File: src/rtl/vga_timing_gen.sv
// 640x480@60 raster timing: pixel/line counters, visible-area and strobe decodes,
// and hs/vs delayed through a short pipeline to line up with registered RGB.
module vga_timing_gen #(
  parameter int unsigned H_VISIBLE  = 640,
  parameter int unsigned H_FRONT    = 16,
  parameter int unsigned H_SYNC     = 96,
  parameter int unsigned H_BACK     = 48,
  parameter int unsigned V_VISIBLE  = 480,
  parameter int unsigned V_FRONT    = 10,
  parameter int unsigned V_SYNC     = 2,
  parameter int unsigned V_BACK     = 33,
  parameter int unsigned SYNC_DELAY = 1
) (
  input  logic       vga_clk,
  input  logic       Reset,
  output logic [9:0] DrawX,
  output logic [9:0] DrawY,
  output logic       blank,
  output logic       hs,
  output logic       vs,
  output logic       line_start,
  output logic       frame_start
);

  localparam int unsigned CNT_W    = 10;
  localparam int unsigned H_TOTAL  = H_VISIBLE + H_FRONT + H_SYNC + H_BACK;
  localparam int unsigned V_TOTAL  = V_VISIBLE + V_FRONT + V_SYNC + V_BACK;
  localparam int unsigned HS_FIRST = H_VISIBLE + H_FRONT;
  localparam int unsigned HS_LAST  = HS_FIRST + H_SYNC - 1;
  localparam int unsigned VS_FIRST = V_VISIBLE + V_FRONT;
  localparam int unsigned VS_LAST  = VS_FIRST + V_SYNC - 1;

  localparam logic [CNT_W-1:0] H_MAX   = CNT_W'(H_TOTAL - 1);
  localparam logic [CNT_W-1:0] V_MAX   = CNT_W'(V_TOTAL - 1);
  localparam logic [CNT_W-1:0] H_VIS_C = CNT_W'(H_VISIBLE);
  localparam logic [CNT_W-1:0] V_VIS_C = CNT_W'(V_VISIBLE);
  localparam logic [CNT_W-1:0] HS_LO   = CNT_W'(HS_FIRST);
  localparam logic [CNT_W-1:0] HS_HI   = CNT_W'(HS_LAST);
  localparam logic [CNT_W-1:0] VS_LO   = CNT_W'(VS_FIRST);
  localparam logic [CNT_W-1:0] VS_HI   = CNT_W'(VS_LAST);

  logic             running;
  logic [CNT_W-1:0] hc;
  logic [CNT_W-1:0] vc;
  logic             hs_raw;
  logic             vs_raw;

  // running goes high one edge after Reset drops; counters hold at 0 for that edge
  always_ff @(posedge vga_clk) begin
    if (Reset) begin
      running <= 1'b0;
      hc      <= '0;
      vc      <= '0;
    end else begin
      running <= 1'b1;
      if (running) begin
        if (hc == H_MAX) begin
          hc <= '0;
          vc <= (vc == V_MAX) ? '0 : vc + CNT_W'(1);
        end else begin
          hc <= hc + CNT_W'(1);
        end
      end
    end
  end

  // Same-cycle decodes of the counters; everything idle while not running
  always_comb begin
    blank       = running && (hc < H_VIS_C) && (vc < V_VIS_C);
    line_start  = running && (hc == '0);
    frame_start = running && (hc == '0) && (vc == '0);
    hs_raw      = !(running && (hc >= HS_LO) && (hc <= HS_HI));
    vs_raw      = !(running && (vc >= VS_LO) && (vc <= VS_HI));
  end

  assign DrawX = hc;
  assign DrawY = vc;

  // Sync alignment pipeline; reset fills it with the idle level so no stale pulse escapes
  if (SYNC_DELAY == 0) begin : g_sync_direct
    assign hs = hs_raw;
    assign vs = vs_raw;
  end else if (SYNC_DELAY == 1) begin : g_sync_one
    logic hs_q;
    logic vs_q;
    always_ff @(posedge vga_clk) begin
      if (Reset) begin
        hs_q <= 1'b1;
        vs_q <= 1'b1;
      end else begin
        hs_q <= hs_raw;
        vs_q <= vs_raw;
      end
    end
    assign hs = hs_q;
    assign vs = vs_q;
  end else begin : g_sync_multi
    logic [SYNC_DELAY-1:0] hs_pipe;
    logic [SYNC_DELAY-1:0] vs_pipe;
    always_ff @(posedge vga_clk) begin
      if (Reset) begin
        hs_pipe <= '1;
        vs_pipe <= '1;
      end else begin
        hs_pipe <= {hs_pipe[SYNC_DELAY-2:0], hs_raw};
        vs_pipe <= {vs_pipe[SYNC_DELAY-2:0], vs_raw};
      end
    end
    assign hs = hs_pipe[SYNC_DELAY-1];
    assign vs = vs_pipe[SYNC_DELAY-1];
  end

endmodule

File: config.mk
export PLATFORM = sky130hd
export DESIGN_NAME = vga_timing_gen
export DESIGN_NICKNAME = d
export VERILOG_FILES = /design/src/rtl/vga_timing_gen.sv
export SDC_FILE = /design/constraint.sdc
export NUM_CORES = 1
export LEC_CHECK = 0
export CORE_MARGIN = 5
export CORE_UTILIZATION = 42
export CTS_BUF_LIST = sky130_fd_sc_hd__clkbuf_8
export DETAILED_ROUTE_END_ITERATION = 10
export HOLD_SLACK_MARGIN = 0.03
export PLACE_DENSITY = 0.77
export SLEW_MARGIN = 20
export SYNTH_ARGS = -nofsm -noshare
export SYNTH_HDL_FRONTEND = slang
export SYNTH_SLANG_ARGS = --single-unit
File: constraint.sdc
create_clock -name vga_clk -period 2.3 [get_ports vga_clk]
set_input_delay 0.345 -clock vga_clk [delete_from_list [all_inputs] [get_ports vga_clk]]
set_output_delay 0.345 -clock vga_clk [all_outputs]
set_load 0.01 [all_outputs]
* Yosys cells after proc, flatten, opt, wreduce, memory -nomap -nowiden *
Cells that the tools add are included.

word-level totals
  word-level logic and storage cells = 31
  output and inout port bits = 25
  memory bits (writable) = 0
  input port bits = 2
  bits in read-only memories = 0
  register bits = 23
  memories kept = 0
  bits in latches = 0

operators by class
  div/mod/pow operators = 0
  eq/ne operators = 2
  multiply operators = 0
  order comparisons = 6
  muxes and demuxes = 3
  reduce and logical (&&, ||, !) cells = 13
  shift operators = 0
  bitwise logic cells = 0
  add/sub/neg operators = 2

operator list
  operator                                                          number
  adder 10 x 1 -> 10 bit (second input constant)                    2
  == test 10 bit (second input constant)                            2
  zero test 10 bit                                                  2
  2-to-1 mux 10 bit                                                 2
  >= comparator 10 bit (second input constant)                      1
  >= comparator 10 x 9 -> 1 bit (second input constant)             1
  less-or-equal comparator 10 bit (second input constant)           1
  less-or-equal comparator 10 x 9 -> 1 bit (second input constant)  1
  < comparator 10 bit (second input constant)                       1
  < comparator 10 x 9 -> 1 bit (second input constant)              1
  logical AND 1 bit                                                 8
  zero test 1 bit                                                   2
  AND reduction 2 bit                                               1
  2-to-1 mux 1 bit                                                  1

* Longest topological paths before layout *
  word-level depth = 4
  depth in mapped cells = 6
  mapped depth without buffers = 6

* Worst setup path before layout *
Ideal clock, no wire load.

  path type = reg-to-output
  start = reg hc[6], in the netlist DrawX[6]
  end = out frame_start
  stages on the path, launching flop included = 5
  data arrival time = 1.502 ns
  path slack = 0.453 ns
  buffers on the path = 0
  required time = 1.955 ns
  path through = dfxtp_1 -> nor3_4 -> nand4_1 -> nor4_1 -> and4_1

on the way
  word-level cells in the longest chain between the ends = 3

ends and longest elaborated chain
  element                   line  text
  start: declaration        43    logic [CNT_W-1:0] hc;
  start signal: assignment  61    hc <= hc + CNT_W'(1);
  zero test 10 bit          -
  logical AND 1 bit         -
  via line_start            21    output logic line_start,
  logical AND 1 bit         71    frame_start = running && (hc == '0) && (vc == '0);
  end: declaration          22    output logic frame_start

The timed path passes the listed nets, and every way through them passes these cells.

* Worst setup path in the final report *
  start = reg hc[6], in the netlist DrawX[6]
  end = out line_start

on the way
  word-level cells in the longest chain between the ends = 2

ends and longest elaborated chain
  element            line  text
  zero test 10 bit   70    line_start = running && (hc == '0);
  logical AND 1 bit  70
  end: declaration   21

Every way passes these cells.

==> flow_summary.json <==
{
  "syn_area_per_cell_sq_um": 9.03,
  "fp.dieArea_sq_um": 3880,
  "grt_pass1_wl_microns": 4580,
  "fin_setup_tns_ps": 0,
  "setup_viol": 0,
  "period_minus_slack_ps": 2210,
  "die_width_microns": 62.3,
  "slew_headroom": 0.698,
  "critPathMaxFanout": 6,
  "synth_top_family_by_area": "simple AND/OR/NAND/NOR gates",
  "grt_usage": 0.138,
  "swShare": 0.231,
  "dr.pass1.iters": 4,
  "cts_tree": "built",
  "netlist_area_sq_um": 1150,
  "rsz0062_at_grt": "false",
  "hold_buffers": 0,
  "max_freq_ghz": 0.453,
  "finalHoldViolCount": 0,
  "fillCellCount": 262,
  "pre_cts_slack_ps": 199,
  "finClkSkew_ps": 1.80,
  "synth_cell_types": 32,
  "maxSlewViolCount": 0,
  "regArea_sq_um": 463,
  "synthFlopType": "dfxtp_1",
  "grt_pass1_vias": 1021,
  "drt-vias-per-instance": 5.58,
  "row_count": 19,
  "synth-xor-area-share": 0.0763,
  "drive_gt1_frac": 0.0943,
  "drt_iter0_drc": 48,
  "die_h_microns": 62.3,
  "finalPower_uw": 733,
  "startpoint_type": "flip-flop",
  "ys_warn_count": 0,
  "cp-end-kind": "output port",
  "io_pins": 27,
  "status": "finished, final reports clean",
  "grt_overflow_total": 0,
  "cts_setup_buffers": 0,
  "core_sq_um": 2690,
  "synth.area.mux_share": 0.0174,
  "hp-class": "flip-flop to flip-flop",
  "antenna_found_initial": 0,
  "cts_max_level": 1,
  "antenna_cells": 0,
  "final_nets": 166,
  "intPower_uw": 563,
  "fin_crit_sh": 0.961,
  "critPathKind": "flip-flop to output port",
  "power_density_nw_per_um2": 485,
  "ys_async_sr_fraction": 0,
  "cts_buffers": 3,
  "place_congestion": 0.830,
  "combPwrFrac": 0.098,
  "grt_max_degree": 13,
  "p_leak_uw": 0.000539,
  "cts_sinks": 23,
  "drc": 0,
  "switching_power_uw": 170,
  "cts-root-buf": "clkbuf_8",
  "setup_ws_ps": 90.5,
  "yosys_register_bits": 23,
  "synth-compound-area-share": 0.109,
  "worstPathArrival_ps": 1860,
  "syn2layout_area_growth_pct": 31.6,
  "cap_violations": 0,
  "clock_latency_ps": 260,
  "p_clk_frac": 0.332,
  "hpwl_microns": 2050,
  "synth-adder-area-share": 0.0436,
  "tightest_slew_ps": 449,
  "syn_nets": 133,
  "wl_per_cell_microns": 14.3,
  "synthCells": 127,
  "yosysSeqAreaShare": 0.401,
  "cts_buffer_depth": 2,
  "ir_drop_mv": 0.296,
  "seq_power_share": 0.570,
  "wirelength_microns": 2730,
  "io_buffers": 26,
  "antenna_left": 0,
  "vias": 1060,
  "initial_core_util": 0.427,
  "multi_input_area_sq_um": 637,
  "clkSlewWorstSetupHoldPaths_ps": 80,
  "synth-simple-area-share": 0.303,
  "cp.required_ps": 1960,
  "synth_edf_count": 0
}
[cells by family (layout without fill, tap and decap cells)]
kind of cell	after synthesis	in the layout
AND/OR/NAND/NOR	58	58
flip-flops	23	23
AO/OA/AOI/OAI	20	20
XOR/XNOR	10	10
buffers and inverters	10	42
adder cells (fa/ha/maj)	4	4
multiplexers	2	2
[area by class of cell]
class                           count  area share
Inverter                            6      0.0149
Tap cell                           31      0.0257
Sequential cell                    23       0.307
Timing Repair Buffer               32       0.201
Multi-Input combinational cell     94       0.422
Clock inverter                      1     0.00249
Clock buffer                        3      0.0273
[layout by cell type, fill, tap and decap left out, types with 2 or more instances in the layout]
| master | instances |
|---|---|
| clkbuf_8 | 3 |
| clkdlybuf4s50_1 | 25 |
| nor2_1 | 14 |
| inv_1 | 7 |
| xor2_1 | 7 |
| nand3_1 | 10 |
| buf_4 | 6 |
| nand4_1 | 5 |
| dfxtp_2 | 2 |
| xnor2_1 | 3 |
| o31ai_1 | 6 |
| nor2b_1 | 2 |
| dfxtp_1 | 21 |
| o21ai_0 | 4 |
| nand2_1 | 6 |
| or4_1 | 5 |
| o211ai_1 | 2 |
| ha_1 | 4 |
| and4_1 | 4 |
| and3_1 | 2 |
| a21oi_1 | 6 |
| mux2i_1 | 2 |
[metal layers]
| metal | part of all wire | GRT usage |
|---|---|---|
| met5 | 0 | 0 |
| met4 | 0.0055 | 0.0398 |
| met3 | 0.051 | 0.0378 |
| met2 | 0.46 | 0.222 |
| met1 | 0.48 | 0.179 |
[state kept, by name (all words and copies together), names as in the netlist]
register,cells
DrawX,10
DrawY,10
hs,1
running,1
vs,1
[worst paths after layout]
path / start / to / slack (ps) / depth (start not counted)
min: DrawX[7] / hs / 490 / 1
max reg2reg: DrawX[0] / DrawY[7] / 400 / 5
min reg2reg: DrawX[7] / hs / 490 / 1
max: DrawX[6] / line_start / 90 / 5
[synth_stat cells (all sizes together) (3+ instances only)]
library cell / count / area [sq um]
buf: 3 / 26.3
ha: 4 / 50.1
a21oi: 6 / 30.0
o21ai: 4 / 20.0
o31ai: 6 / 45.0
or4: 5 / 37.5
inv: 6 / 22.5
xor2: 7 / 61.3
nand2: 6 / 22.5
nand3: 10 / 50.1
nand4: 6 / 52.6
and4: 4 / 35.0
dfxtp: 23 / 460
xnor2: 3 / 26.3
nor2: 14 / 52.6
and3: 3 / 20.0
[metrics by stage]
| step | instances | cell area [sq um] | hold WS [ps] | util |
|---|---|---|---|---|
| global route | 190 | 1510 | 521 | 0.562 |
| CTS | 190 | 1510 | 494 | 0.562 |
| global placement | 186 | 1460 | 501 | 0.543 |
| detailed placement | 186 | 1460 | 512 | 0.543 |
| floorplan | 127 | 1150 | 414 | - |
| finish | 190 | 1510 | 489 | 0.562 |
[repair_timing]
| item | in CTS | in global routing |
|---|---|---|
| setup endpoints to repair | 2 | 1 |
| gates resized for setup | 4 | 0 |
| gates cloned | 0 | 0 |
| hold endpoints to repair | 0 | 0 |
| pin swaps | 2 | 1 |
[power by group through the flow]
stage	clock (uW)	sequential (uW)	combinational, uW
final	244	418	71.7
after global routing	267	420	78.8
after CTS	252	418	72.7
after detailed placement	0	427	72.8
after global placement	0	426	72.1
after floorplan	0	428	31.4
[critical path: stages, from the launching register on]
cell	delay, ps
dfxtp_2	370
nor3_4	200
nand4_1	130
nor4_2	220
buf_4	170
clkdlybuf4s50_1	530
No activity file was read; power rests on OpenSTA's default activity.
